===== src/rtl/spi_stream_tx_pkg.sv =====
// Shared types and constants for the FIFO-buffered SPI stream transmitter.
package spi_stream_tx_pkg;

  typedef enum logic [2:0] {
    ST_IDLE  = 3'd0,
    ST_SETUP = 3'd1,
    ST_SHIFT = 3'd2,
    ST_STALL = 3'd3,
    ST_HOLD  = 3'd4,
    ST_GAP   = 3'd5
  } spi_state_e;

  localparam logic SPI_IDLE_SCLK = 1'b1;
  localparam int   FIFO_WIDTH    = 9;

  typedef struct packed {
    logic       last;
    logic [7:0] data;
  } fifo_entry_t;

endpackage


===== src/rtl/spi_stream_tx_fifo.sv =====
// Synchronous FIFO whose registered read port always presents the current head entry,
// so a consumer can pop and use the data in the same cycle.
module sync_fifo
  import spi_stream_tx_pkg::*;
#(
  parameter int WIDTH = FIFO_WIDTH,
  parameter int DEPTH = 16
) (
  input  logic             clock,
  input  logic             reset,
  input  logic             wr_en,
  input  logic [WIDTH-1:0] wr_data,
  input  logic             rd_en,
  output logic [WIDTH-1:0] rd_data,
  output logic             full,
  output logic             empty
);

  localparam int AW = $clog2(DEPTH);

  logic [WIDTH-1:0] mem_r [DEPTH];
  logic [AW:0]      wr_ptr_r;
  logic [AW:0]      rd_ptr_r;
  logic [AW:0]      rd_ptr_nxt_s;
  logic [WIDTH-1:0] rd_data_r;
  logic             push_s;
  logic             pop_s;

  assign full         = (wr_ptr_r[AW] != rd_ptr_r[AW]) && (wr_ptr_r[AW-1:0] == rd_ptr_r[AW-1:0]);
  assign empty        = (wr_ptr_r == rd_ptr_r);
  assign push_s       = wr_en & ~full;
  assign pop_s        = rd_en & ~empty;
  assign rd_ptr_nxt_s = rd_ptr_r + {{AW{1'b0}}, pop_s};
  assign rd_data      = rd_data_r;

  // Storage array, written on accepted pushes only.
  always_ff @(posedge clock) begin
    if (push_s) begin
      mem_r[wr_ptr_r[AW-1:0]] <= wr_data;
    end
  end

  // Pointers and head register; a write landing in the next head slot bypasses the array.
  always_ff @(posedge clock) begin
    if (reset) begin
      wr_ptr_r  <= '0;
      rd_ptr_r  <= '0;
      rd_data_r <= '0;
    end else begin
      wr_ptr_r  <= wr_ptr_r + {{AW{1'b0}}, push_s};
      rd_ptr_r  <= rd_ptr_nxt_s;
      if (push_s && (wr_ptr_r[AW-1:0] == rd_ptr_nxt_s[AW-1:0])) begin
        rd_data_r <= wr_data;
      end else begin
        rd_data_r <= mem_r[rd_ptr_nxt_s[AW-1:0]];
      end
    end
  end

endmodule


===== src/rtl/spi_stream_tx.sv =====
// FIFO-buffered SPI master (mode 3 style, sclk idle high): shifts framed byte streams
// out MSB-first, keeps ss low across a frame and returns each byte captured from miso.
module spi_stream_tx
  import spi_stream_tx_pkg::*;
#(
  parameter int CLK_DIV    = 4,
  parameter int FIFO_DEPTH = 16,
  parameter int CS_GAP     = 2
) (
  input  logic       clock,
  input  logic       reset,
  input  logic [7:0] in_data,
  input  logic       in_last,
  input  logic       in_valid,
  output logic       in_ready,
  output logic [7:0] rx_data,
  output logic       rx_valid,
  output logic       busy,
  output logic       ss,
  output logic       sclk,
  output logic       mosi,
  input  logic       miso
);

  localparam int DW = $clog2(CLK_DIV + 1);
  localparam int GW = $clog2(CS_GAP + 1);
  localparam logic [DW-1:0] DIV_LAST = DW'(CLK_DIV - 1);
  localparam logic [GW-1:0] GAP_LAST = GW'(CS_GAP - 1);

  spi_state_e  state_r, state_nxt_s;
  logic [DW-1:0] div_r, div_nxt_s;
  logic [2:0]  bit_r, bit_nxt_s;
  logic [GW-1:0] gap_r, gap_nxt_s;
  logic [7:0]  tx_sh_r, tx_sh_nxt_s;
  logic [7:0]  rx_sh_r, rx_sh_nxt_s;
  logic        last_r, last_nxt_s;
  logic        ss_r, ss_nxt_s;
  logic        sclk_r, sclk_nxt_s;
  logic        mosi_r, mosi_nxt_s;
  logic [7:0]  rx_data_r, rx_data_nxt_s;
  logic        rx_valid_r, rx_valid_nxt_s;
  logic        busy_r, busy_nxt_s;
  logic        pop_s, push_s, full_s, empty_s, div_end_s;
  fifo_entry_t head_s;

  sync_fifo #(
    .WIDTH (FIFO_WIDTH),
    .DEPTH (FIFO_DEPTH)
  ) u_fifo (
    .clock   (clock),
    .reset   (reset),
    .wr_en   (in_valid),
    .wr_data ({in_last, in_data}),
    .rd_en   (pop_s),
    .rd_data (head_s),
    .full    (full_s),
    .empty   (empty_s)
  );

  assign push_s    = in_valid & ~full_s;
  assign div_end_s = (div_r == DIV_LAST);
  assign in_ready  = ~full_s;
  assign ss        = ss_r;
  assign sclk      = sclk_r;
  assign mosi      = mosi_r;
  assign rx_data   = rx_data_r;
  assign rx_valid  = rx_valid_r;
  assign busy      = busy_r;

  // Next-state and next-output logic for the frame sequencer.
  always_comb begin
    state_nxt_s    = state_r;
    div_nxt_s      = div_r;
    bit_nxt_s      = bit_r;
    gap_nxt_s      = gap_r;
    tx_sh_nxt_s    = tx_sh_r;
    rx_sh_nxt_s    = rx_sh_r;
    last_nxt_s     = last_r;
    ss_nxt_s       = ss_r;
    sclk_nxt_s     = sclk_r;
    mosi_nxt_s     = mosi_r;
    rx_data_nxt_s  = rx_data_r;
    rx_valid_nxt_s = 1'b0;
    pop_s          = 1'b0;
    case (state_r)
      ST_IDLE: begin
        if (!empty_s) begin
          pop_s       = 1'b1;
          tx_sh_nxt_s = head_s.data;
          last_nxt_s  = head_s.last;
          mosi_nxt_s  = head_s.data[7];
          ss_nxt_s    = 1'b0;
          div_nxt_s   = '0;
          bit_nxt_s   = 3'd0;
          state_nxt_s = ST_SETUP;
        end else begin
          state_nxt_s = ST_IDLE;
        end
      end
      ST_SETUP: begin
        if (div_end_s) begin
          div_nxt_s   = '0;
          sclk_nxt_s  = 1'b0;
          state_nxt_s = ST_SHIFT;
        end else begin
          div_nxt_s = div_r + DW'(1);
        end
      end
      ST_SHIFT: begin
        if (!div_end_s) begin
          div_nxt_s = div_r + DW'(1);
        end else begin
          div_nxt_s = '0;
          if (!sclk_r) begin
            sclk_nxt_s  = 1'b1;
            rx_sh_nxt_s = {rx_sh_r[6:0], miso};
          end else if (bit_r != 3'd7) begin
            sclk_nxt_s  = 1'b0;
            bit_nxt_s   = bit_r + 3'd1;
            tx_sh_nxt_s = {tx_sh_r[6:0], 1'b0};
            mosi_nxt_s  = tx_sh_r[6];
          end else begin
            // Byte complete: hand over the capture, then chain, stall or close the frame.
            bit_nxt_s      = 3'd0;
            rx_data_nxt_s  = rx_sh_r;
            rx_valid_nxt_s = 1'b1;
            if (last_r) begin
              state_nxt_s = ST_HOLD;
            end else if (!empty_s) begin
              pop_s       = 1'b1;
              tx_sh_nxt_s = head_s.data;
              last_nxt_s  = head_s.last;
              mosi_nxt_s  = head_s.data[7];
              sclk_nxt_s  = 1'b0;
            end else begin
              state_nxt_s = ST_STALL;
            end
          end
        end
      end
      ST_STALL: begin
        if (!empty_s) begin
          pop_s       = 1'b1;
          tx_sh_nxt_s = head_s.data;
          last_nxt_s  = head_s.last;
          mosi_nxt_s  = head_s.data[7];
          div_nxt_s   = '0;
          state_nxt_s = ST_SETUP;
        end else begin
          state_nxt_s = ST_STALL;
        end
      end
      ST_HOLD: begin
        if (div_end_s) begin
          div_nxt_s   = '0;
          gap_nxt_s   = '0;
          ss_nxt_s    = 1'b1;
          mosi_nxt_s  = 1'b0;
          state_nxt_s = ST_GAP;
        end else begin
          div_nxt_s = div_r + DW'(1);
        end
      end
      ST_GAP: begin
        if (gap_r == GAP_LAST) begin
          gap_nxt_s   = '0;
          state_nxt_s = ST_IDLE;
        end else begin
          gap_nxt_s = gap_r + GW'(1);
        end
      end
      default: begin
        ss_nxt_s    = 1'b1;
        sclk_nxt_s  = SPI_IDLE_SCLK;
        mosi_nxt_s  = 1'b0;
        state_nxt_s = ST_IDLE;
      end
    endcase
    busy_nxt_s = (state_nxt_s != ST_IDLE) | ~empty_s | push_s;
  end

  // State, counters, shift registers and all registered outputs.
  always_ff @(posedge clock) begin
    if (reset) begin
      state_r    <= ST_IDLE;
      div_r      <= '0;
      bit_r      <= 3'd0;
      gap_r      <= '0;
      tx_sh_r    <= 8'h00;
      rx_sh_r    <= 8'h00;
      last_r     <= 1'b0;
      ss_r       <= 1'b1;
      sclk_r     <= SPI_IDLE_SCLK;
      mosi_r     <= 1'b0;
      rx_data_r  <= 8'h00;
      rx_valid_r <= 1'b0;
      busy_r     <= 1'b0;
    end else begin
      state_r    <= state_nxt_s;
      div_r      <= div_nxt_s;
      bit_r      <= bit_nxt_s;
      gap_r      <= gap_nxt_s;
      tx_sh_r    <= tx_sh_nxt_s;
      rx_sh_r    <= rx_sh_nxt_s;
      last_r     <= last_nxt_s;
      ss_r       <= ss_nxt_s;
      sclk_r     <= sclk_nxt_s;
      mosi_r     <= mosi_nxt_s;
      rx_data_r  <= rx_data_nxt_s;
      rx_valid_r <= rx_valid_nxt_s;
      busy_r     <= busy_nxt_s;
    end
  end

endmodule


===== config.mk =====
export PLATFORM = sky130hd
export DESIGN_NAME = spi_stream_tx
export DESIGN_NICKNAME = d
export VERILOG_FILES = /design/src/rtl/spi_stream_tx_pkg.sv /design/src/rtl/spi_stream_tx_fifo.sv /design/src/rtl/spi_stream_tx.sv
export SDC_FILE = /design/constraint.sdc
export NUM_CORES = 1
export LEC_CHECK = 0
export CORE_AREA = 2 2 119 150
export DETAILED_ROUTE_END_ITERATION = 6
export DIE_AREA = 0 0 121 152
export PLACE_DENSITY = 0.66
export RECOVER_POWER = 25
export REMOVE_ABC_BUFFERS = 1
export SLEW_MARGIN = 25
export SYNTH_ARGS = -nofsm -noshare
export SYNTH_HDL_FRONTEND = slang
export SYNTH_SLANG_ARGS = --single-unit

===== constraint.sdc =====
create_clock -name clock -period 4.7 [get_ports clock]
set_clock_uncertainty 0.15 [all_clocks]
set_input_delay 0.94 -clock clock [delete_from_list [all_inputs] [get_ports clock]]
set_output_delay 0.94 -clock clock [all_outputs]
set_load 0.01 [all_outputs]

After elaboration in Yosys (flattened, before gate mapping)
Memories as Yosys holds them, arrays and structs flattened. A register that Yosys moved wholly into a read port is not among the register bits.
Cells that the tools add are included.
{"block": "classes", "bitwise": 13, "magnitude_cmp": 0, "mux": 59, "shifts": 0, "reduce_logical": 23, "eq_ne": 19, "add_sub_neg": 5, "div_mod_pow": 0, "mul": 0}
{"operator": "$mux 8", "count": 5}
{"operator": "$mux 3", "count": 13}
{"operator": "$mux 1", "count": 28}
{"operator": "$pmux 3 s6", "count": 1}
{"operator": "$pmux 8 s2", "count": 1}
{"operator": "$ne 2x2->1 const B", "count": 7}
{"operator": "$pmux 3 s2", "count": 2}
{"operator": "$reduce_and 4->1", "count": 3}
{"operator": "$reduce_or 4->1", "count": 3}
{"operator": "$add 5x1->5", "count": 2}
{"operator": "$reduce_and 5->1", "count": 2}
{"operator": "$eq 3x2->1 const B", "count": 3}
{"operator": "$not 1->1", "count": 9}
{"operator": "$reduce_and 3->1", "count": 3}
{"operator": "$reduce_bool 2->1", "count": 4}
{"operator": "$add 3x1->3 const B", "count": 2}
{"operator": "$eq 3x3->1 const B", "count": 2}
{"operator": "$mux 2", "count": 3}
{"operator": "$ne 3x3->1 const B", "count": 2}
{"operator": "$pmux 1 s3", "count": 2}
{"operator": "$eq 5x5->1", "count": 1}
{"operator": "$eq 4x4->1", "count": 1}
{"operator": "$pmux 1 s2", "count": 2}
{"operator": "$pmux 1 s4", "count": 1}
{"operator": "other kinds (13)", "count": 17}
{"block": "totals", "input_bits": 13, "mem_bits_ro": 0, "wordCells": 135, "n_memories": 1, "output_inout_bits": 14, "ramBits": 144, "regBits": 51, "latch_bits": 0}
{"name": "u_fifo.mem_r", "depth": 16, "word_bits": 9, "read_ports": 1, "rd_ports_with_merged_regs": 1, "write_ports": 1, "line": "spi_stream_tx_fifo.sv:21", "rtl": "logic [WIDTH-1:0] mem_r [DEPTH];"}

Logic depth before layout (Yosys ltp)
{"block": "logic_depth", "ltp_word": 10, "ltp_mapped": 14, "mapped_depth_nobuf": 12}

Modules after synthesis
Synthesis repeated with hierarchy kept, for this count alone.
{"block": "unflattened", "cells_unflattened": 559, "hier_area_um2": 8479.4}
{"mod": "sync_fifo", "cells_per_inst": 339, "area_each_um2": 6526.3, "n_inst": 1}
{"mod": "spi_stream_tx", "cells_per_inst": 220, "area_each_um2": 1953.1, "n_inst": 1}

Worst setup path before layout
OpenSTA, ideal clock, no wires.
{"block": "synth_timing", "kind": "flip-flop to flip-flop", "startpoint": "register u_fifo.wr_ptr_r[1]", "endpoint": "register u_fifo.rd_data_r[0] (netlist: u_fifo.rd_data[0]) (read register of u_fifo.mem_r)", "stages_incl_launch_ff": 14, "t_arrival_ns": 3.195, "path_slack_ns": 1.238, "setup_time_ns": 0.117, "required_time_ns": 4.433, "n_path_buf": 4, "synth_period_minus_slack_ns": 3.462, "path_cell_list": "dfxtp_1 buf_2 xnor2_1 and4_1 buf_4 a21oi_1 and3_1 ha_1 ha_1 clkbuf_8 clkbuf_1 mux4_2 mux4_2 a22o_1"}
{"block": "synth_between", "elab_chain_cells": 9, "elab_cells_between_ends": 10, "cone_classes": "add/sub (1); eq/ne (1); mux (6); bitwise (2)"}
{"item": "start: declaration", "line": "spi_stream_tx_fifo.sv:22", "rtl": "logic [AW:0] wr_ptr_r;"}
{"item": "start signal: assignment", "line": "spi_stream_tx_fifo.sv:50", "rtl": "wr_ptr_r <= wr_ptr_r + {{AW{1'b0}}, push_s};"}
{"item": "$eq 5x5->1 *", "line": "spi_stream_tx_fifo.sv:30", "rtl": "assign empty = (wr_ptr_r == rd_ptr_r);"}
{"item": "$mux 1", "line": "spi_stream_tx.sv:87, spi_stream_tx.sv:129, spi_stream_tx.sv:142"}
{"item": "$mux 1", "line": "spi_stream_tx.sv:127", "rtl": "if (last_r) begin"}
{"item": "$mux 1", "line": "spi_stream_tx.sv:117", "rtl": "end else if (bit_r != 3'd7) begin"}
{"item": "$mux 1", "line": "spi_stream_tx.sv:114", "rtl": "if (!sclk_r) begin"}
{"item": "$mux 1", "line": "spi_stream_tx.sv:110", "rtl": "if (!div_end_s) begin"}
{"item": "$pmux 1 s2", "line": "spi_stream_tx.sv:85", "rtl": "case (state_r)"}
{"item": "$and 1x1->1 *", "line": "spi_stream_tx_fifo.sv:32", "rtl": "assign pop_s = rd_en & ~empty;"}
{"item": "$add 5x1->5 *", "line": "spi_stream_tx_fifo.sv:33", "rtl": "assign rd_ptr_nxt_s = rd_ptr_r + {{AW{1'b0}}, pop_s};"}
{"item": "named net u_fifo.rd_ptr_nxt_s[1]", "line": "spi_stream_tx_fifo.sv:24", "rtl": "logic [AW:0] rd_ptr_nxt_s;"}
{"item": "end: declaration", "line": "spi_stream_tx_fifo.sv:25", "rtl": "logic [WIDTH-1:0] rd_data_r;"}
Mark *: on every way through the listed nets, which the timed path passes. The rest lies on a longest branch.
A chain may end at the register's enable or synchronous reset.

Worst setup path after layout
{"block": "layout_timing", "startpoint": "register u_fifo.wr_ptr_r[2]", "endpoint": "register u_fifo.rd_data_r[5] (netlist: u_fifo.rd_data[5]) (read register of u_fifo.mem_r)"}
The elaborated chain is that of the path after synthesis.

==> run summary <==
SETUP PATH
----------------------------------------------------------------------------------------------------
CP Class                                                                                flip-flop to flip-flop
Ordered cell list for the critical path                                                 xnor2_1 > and4_1 > a21oi_1 > and3_1 > ha_2 > buf_12 > mux4_1 > mux4_2 > a22o_1
Largest driver fanout on the critical path                                                        31
Slowest cell on the critical path                                                       sky130_fd_sc_hd__dfxtp_1
Peak per-stage delay on the critical path                                                    0.74 ns
Worst setup startpoint                                                                  u_fifo.wr_ptr_r[2]
Startpoint kind of the worst setup timing path                                             flip-flop
Critical path data required time                                                             4.95 ns
Endpoint type of the worst setup path                                                      flip-flop
Signal arrival time at the worst endpoint                                                    4.35 ns
R2r startpoint                                                                          u_fifo.wr_ptr_r[2]

TIMING
----------------------------------------------------------------------------------------------------
Final Hold Viols                                                                                   0
Final setup violation count                                                                        0
Number of max-slew violations in the final report                                                  0
Unrepaired setup endpoints after global routing                                                   no
Post-layout minimum cycle time                                                               4.10 ns
Highest clock rate                                                                           244 MHz
Worst rel slew slack                                                                           0.304
Setup WS post-layout                                                                        0.599 ns
Final period utilization                                                                       0.872
Total negative setup slack                                                                      0 ns
Transition time at the pin with the least slew margin                                        1.04 ns

DRT
----------------------------------------------------------------------------------------------------
Routed vias/inst                                                                                5.89
Post-DRT Antenna Nets                                                                              0
Average wire per cell in the routed design                                                   21.5 um
Routed wire length                                                                          17500 um
Met1 WL                                                                                      7090 um
Drt first-iter violations                                                                        545
Total via count after detailed routing                                                          4807
Top layer used by detailed routing                                                              met4
Detail Route met2 WL                                                                         8900 um
DRC violation count after routing                                                                  0
Router iterations before antenna repair                                                            5
Wire length on met3                                                                          1010 um

DIE
----------------------------------------------------------------------------------------------------
Chip height                                                                                   152 um
Die area                                                                                   18400 um2
Chip width                                                                                    121 um
Row cnt                                                                                           54
Number of placed I/O pins                                                                         27
Core Region                                                                                17100 um2
Initial core utilization                                                                       0.490

CLOCKING
----------------------------------------------------------------------------------------------------
TritonCTS Buffers                                                                                 21
Clk root buf                                                                            sky130_fd_sc_hd__clkbuf_16
Worst skew pair latency                                                                      0.50 ns
Clock-pin slew reported for the worst setup and hold paths after clock tree synthesis        0.06 ns
Maximum number of buffers from clock root to sink                                                  3
# resized after CTS                                                                                0
Deepest level of the CTS H-tree                                                                    1
TritonCTS clock tree                                                                            done
Post-CTS Setup Inserts                                                                             0
Clk sink count                                                                                   203
Total of hold buffers inserted after clock tree synthesis                                          0

WORST HOLD PATH
----------------------------------------------------------------------------------------------------
Startpoint of the worst hold path                                                           gap_r[1]
Type of the worst min-delay path                                                        flip-flop to flip-flop

OUTCOME
----------------------------------------------------------------------------------------------------
Result of the run                                                                       complete, no violations

PWR
----------------------------------------------------------------------------------------------------
Leakage power                                                                                3.26 nW
Overall power consumption                                                                  0.00529 W
Power per Cell Area                                                                       546 nW/um2
Peak supply drop                                                                            0.337 mV

LAYOUT
----------------------------------------------------------------------------------------------------
Fraction of final layout cells with drive strength greater than 1                              0.177
Total Nets Final                                                                                 597
Fill count                                                                                      1332
Area used by sequential logic in the layout                                                 5510 um2
Area added between synthesis and finish                                                        15.8%
Post-route non-filler standard cell count                                                        816
Finished layout cell area                                                                   9700 um2
Multi-input gate area in the final layout                                                   2730 um2
Antenna diode count                                                                                0

SYNTH
----------------------------------------------------------------------------------------------------
Cell types with the largest area share after synthesis                                  sky130_fd_sc_hd__edfxtp_1 52%, sky130_fd_sc_hd__dfxtp_1 14%, sky130_fd_sc_hd__mux4_2 9.4%
Most numerous cell in the Yosys netlist                                                 sky130_fd_sc_hd__edfxtp_1
Proportion of synthesized chip area in sequential cells                                        0.657
Cell type contributing the most total cell area after synthesis                         sky130_fd_sc_hd__edfxtp_1
Synthesized cell area                                                                       8370 um2
Flip-flop and latch count after synthesis                                                        203
Number of instances in the synthesized netlist                                                   538
Synth Flop Type                                                                         sky130_fd_sc_hd__edfxtp_1
Number of synthesized flops with an enable pin                                                   144
Most instantiated cells after synthesis                                                 144 x sky130_fd_sc_hd__edfxtp_1, 59 x sky130_fd_sc_hd__dfxtp_1, 35 x sky130_fd_sc_hd__mux4_2
Yosys warning total                                                                                0
Post-synthesis cell type count                                                                    60
Post-Synthesis Mean Instance Area                                                           15.6 um2
Share of flip-flops with an asynchronous set or reset after synthesis                              0
Area fraction of the dominant cell type after synthesis                                        0.516

PLACE
----------------------------------------------------------------------------------------------------
Count of placed standard cells including taps                                                    778
Worst setup slack before clock tree synthesis                                               0.584 ns
Cell area after placement                                                                   9000 um2
HPWL after detailed placement                                                               10900 um
Weighted congestion at the end of routability-driven global placement                          0.874
PortBufs                                                                                          26

GRT
----------------------------------------------------------------------------------------------------
Overflow left after global routing                                                                 0
Maximum number of pins on one net before global-route repair                                      43
Number of antenna violations at the first check in global routing                                  0
Vias in the first global route                                                                  4934
Global-route wire length before repair                                                      27600 um
GRT Util Overall                                                                               0.196

FLOW RUN
----------------------------------------------------------------------------------------------------
Maxcap violations                                                                                  0

[power breakdown]
part	switching [W]	internal (W)	total (W)
Combinational	0.000714	0.000848	0.00156
Sequential	0.0000675	0.00201	0.00208
Clock	0.000668	0.000983	0.00165
[area by class of cell]
type,count,area share
inverter,8,0.00310
clock inverter,6,0.00723
sequential,203,0.568
timing repair buffer,50,0.0467
multi-input combinational,293,0.282
tap,224,0.0289
clock buffer,32,0.0647
[path summary, 6_finish.rpt]
path,end,slack [ns],cells past startpoint
setup / recovery,u_fifo.rd_data[5],0.60,9
hold / removal,gap_r[1],0.29,2
setup reg to reg,u_fifo.rd_data[5],0.60,9
hold reg to reg,gap_r[1],0.29,2
[through the flow]
step	hold slack [ns]	utilization
4_1_cts	0.284	0.567
5_1_grt	0.312	0.567
6_report	0.286	0.567
2_1_floorplan	0.255	-
3_5_place_dp	0.272	0.526
3_3_place_gp	0.267	0.526
[cells in the final DEF (no fill, tap or decap), types with 2 or more instances in the layout]
| cell type | count |
|---|---|
| sky130_fd_sc_hd__edfxtp_1 | 144 |
| sky130_fd_sc_hd__dfxtp_1 | 59 |
| sky130_fd_sc_hd__mux4_2 | 35 |
| sky130_fd_sc_hd__nor2_1 | 33 |
| sky130_fd_sc_hd__nand2_1 | 32 |
| sky130_fd_sc_hd__a21oi_1 | 24 |
| sky130_fd_sc_hd__buf_4 | 23 |
| sky130_fd_sc_hd__clkbuf_16 | 21 |
| sky130_fd_sc_hd__clkdlybuf4s50_1 | 20 |
| sky130_fd_sc_hd__mux2i_1 | 14 |
| sky130_fd_sc_hd__nand2b_1 | 12 |
| sky130_fd_sc_hd__nand3_1 | 11 |
| sky130_fd_sc_hd__nor3_1 | 11 |
| sky130_fd_sc_hd__xnor2_1 | 10 |
| sky130_fd_sc_hd__mux4_1 | 10 |
| sky130_fd_sc_hd__a22o_1 | 9 |
| sky130_fd_sc_hd__nor2b_1 | 8 |
| sky130_fd_sc_hd__o21ai_0 | 7 |
| sky130_fd_sc_hd__xor2_1 | 7 |
| sky130_fd_sc_hd__inv_1 | 7 |
| sky130_fd_sc_hd__a211oi_1 | 6 |
| sky130_fd_sc_hd__o21ai_1 | 6 |
| sky130_fd_sc_hd__ha_1 | 6 |
| sky130_fd_sc_hd__clkbuf_8 | 6 |
| sky130_fd_sc_hd__dlygate4sd3_1 | 6 |
| sky130_fd_sc_hd__nor4_4 | 5 |
| sky130_fd_sc_hd__o22ai_1 | 5 |
| sky130_fd_sc_hd__clkbuf_1 | 5 |
| sky130_fd_sc_hd__nand4_1 | 3 |
| sky130_fd_sc_hd__and4_1 | 2 |
| sky130_fd_sc_hd__and3_1 | 2 |
| sky130_fd_sc_hd__nand2_2 | 2 |
| sky130_fd_sc_hd__nor3b_1 | 2 |
| sky130_fd_sc_hd__a221oi_1 | 2 |
| sky130_fd_sc_hd__o311ai_1 | 2 |
| sky130_fd_sc_hd__o31ai_1 | 2 |
| sky130_fd_sc_hd__a31oi_1 | 2 |
| sky130_fd_sc_hd__a41oi_1 | 2 |
| sky130_fd_sc_hd__inv_6 | 2 |
[registers in the layout (all words and copies together), names as in the netlist]
register,cells
rx_sh_r,8
tx_sh_r,7
mosi,1
u_fifo.rd_ptr_r,5
state_r,3
gap_r,2
bit_r,3
last_r,1
ss,1
u_fifo.mem_r,144
u_fifo.wr_ptr_r,5
rx_data,8
u_fifo.rd_data,9
sclk,1
div_r,3
rx_valid,1
busy,1
[cell families after synthesis]
family | synth area share
and+or+nand+nor | 0.0747
xor gates and xnor gates | 0.0188
buffers and inverters | 0.0285
DFF | 0.657
muxes | 0.142
adders and majority gates | 0.0105
AOI/OAI and AO/OA | 0.0678
[routing by layer]
layer | track usage | vias to the layer above
met5 | 0 | -
met4 | 0.0692 | 0
met3 | 0.0349 | 40
met2 | 0.331 | 172
met1 | 0.254 | 2407
li1 | - | 2188
[critical path, delay by kind of cell, from the launching register on]
family                     cells  cell delay [ns]
xor gates and xnor gates       1             0.21
and+or+nand+nor                2             0.62
AOI/OAI and AO/OA              2             0.42
muxes                          2             1.05
buffers and inverters          1             0.28
adders and majority gates      1             0.48
DFF                            1             0.74
Power figures use the tool's default switching activity.
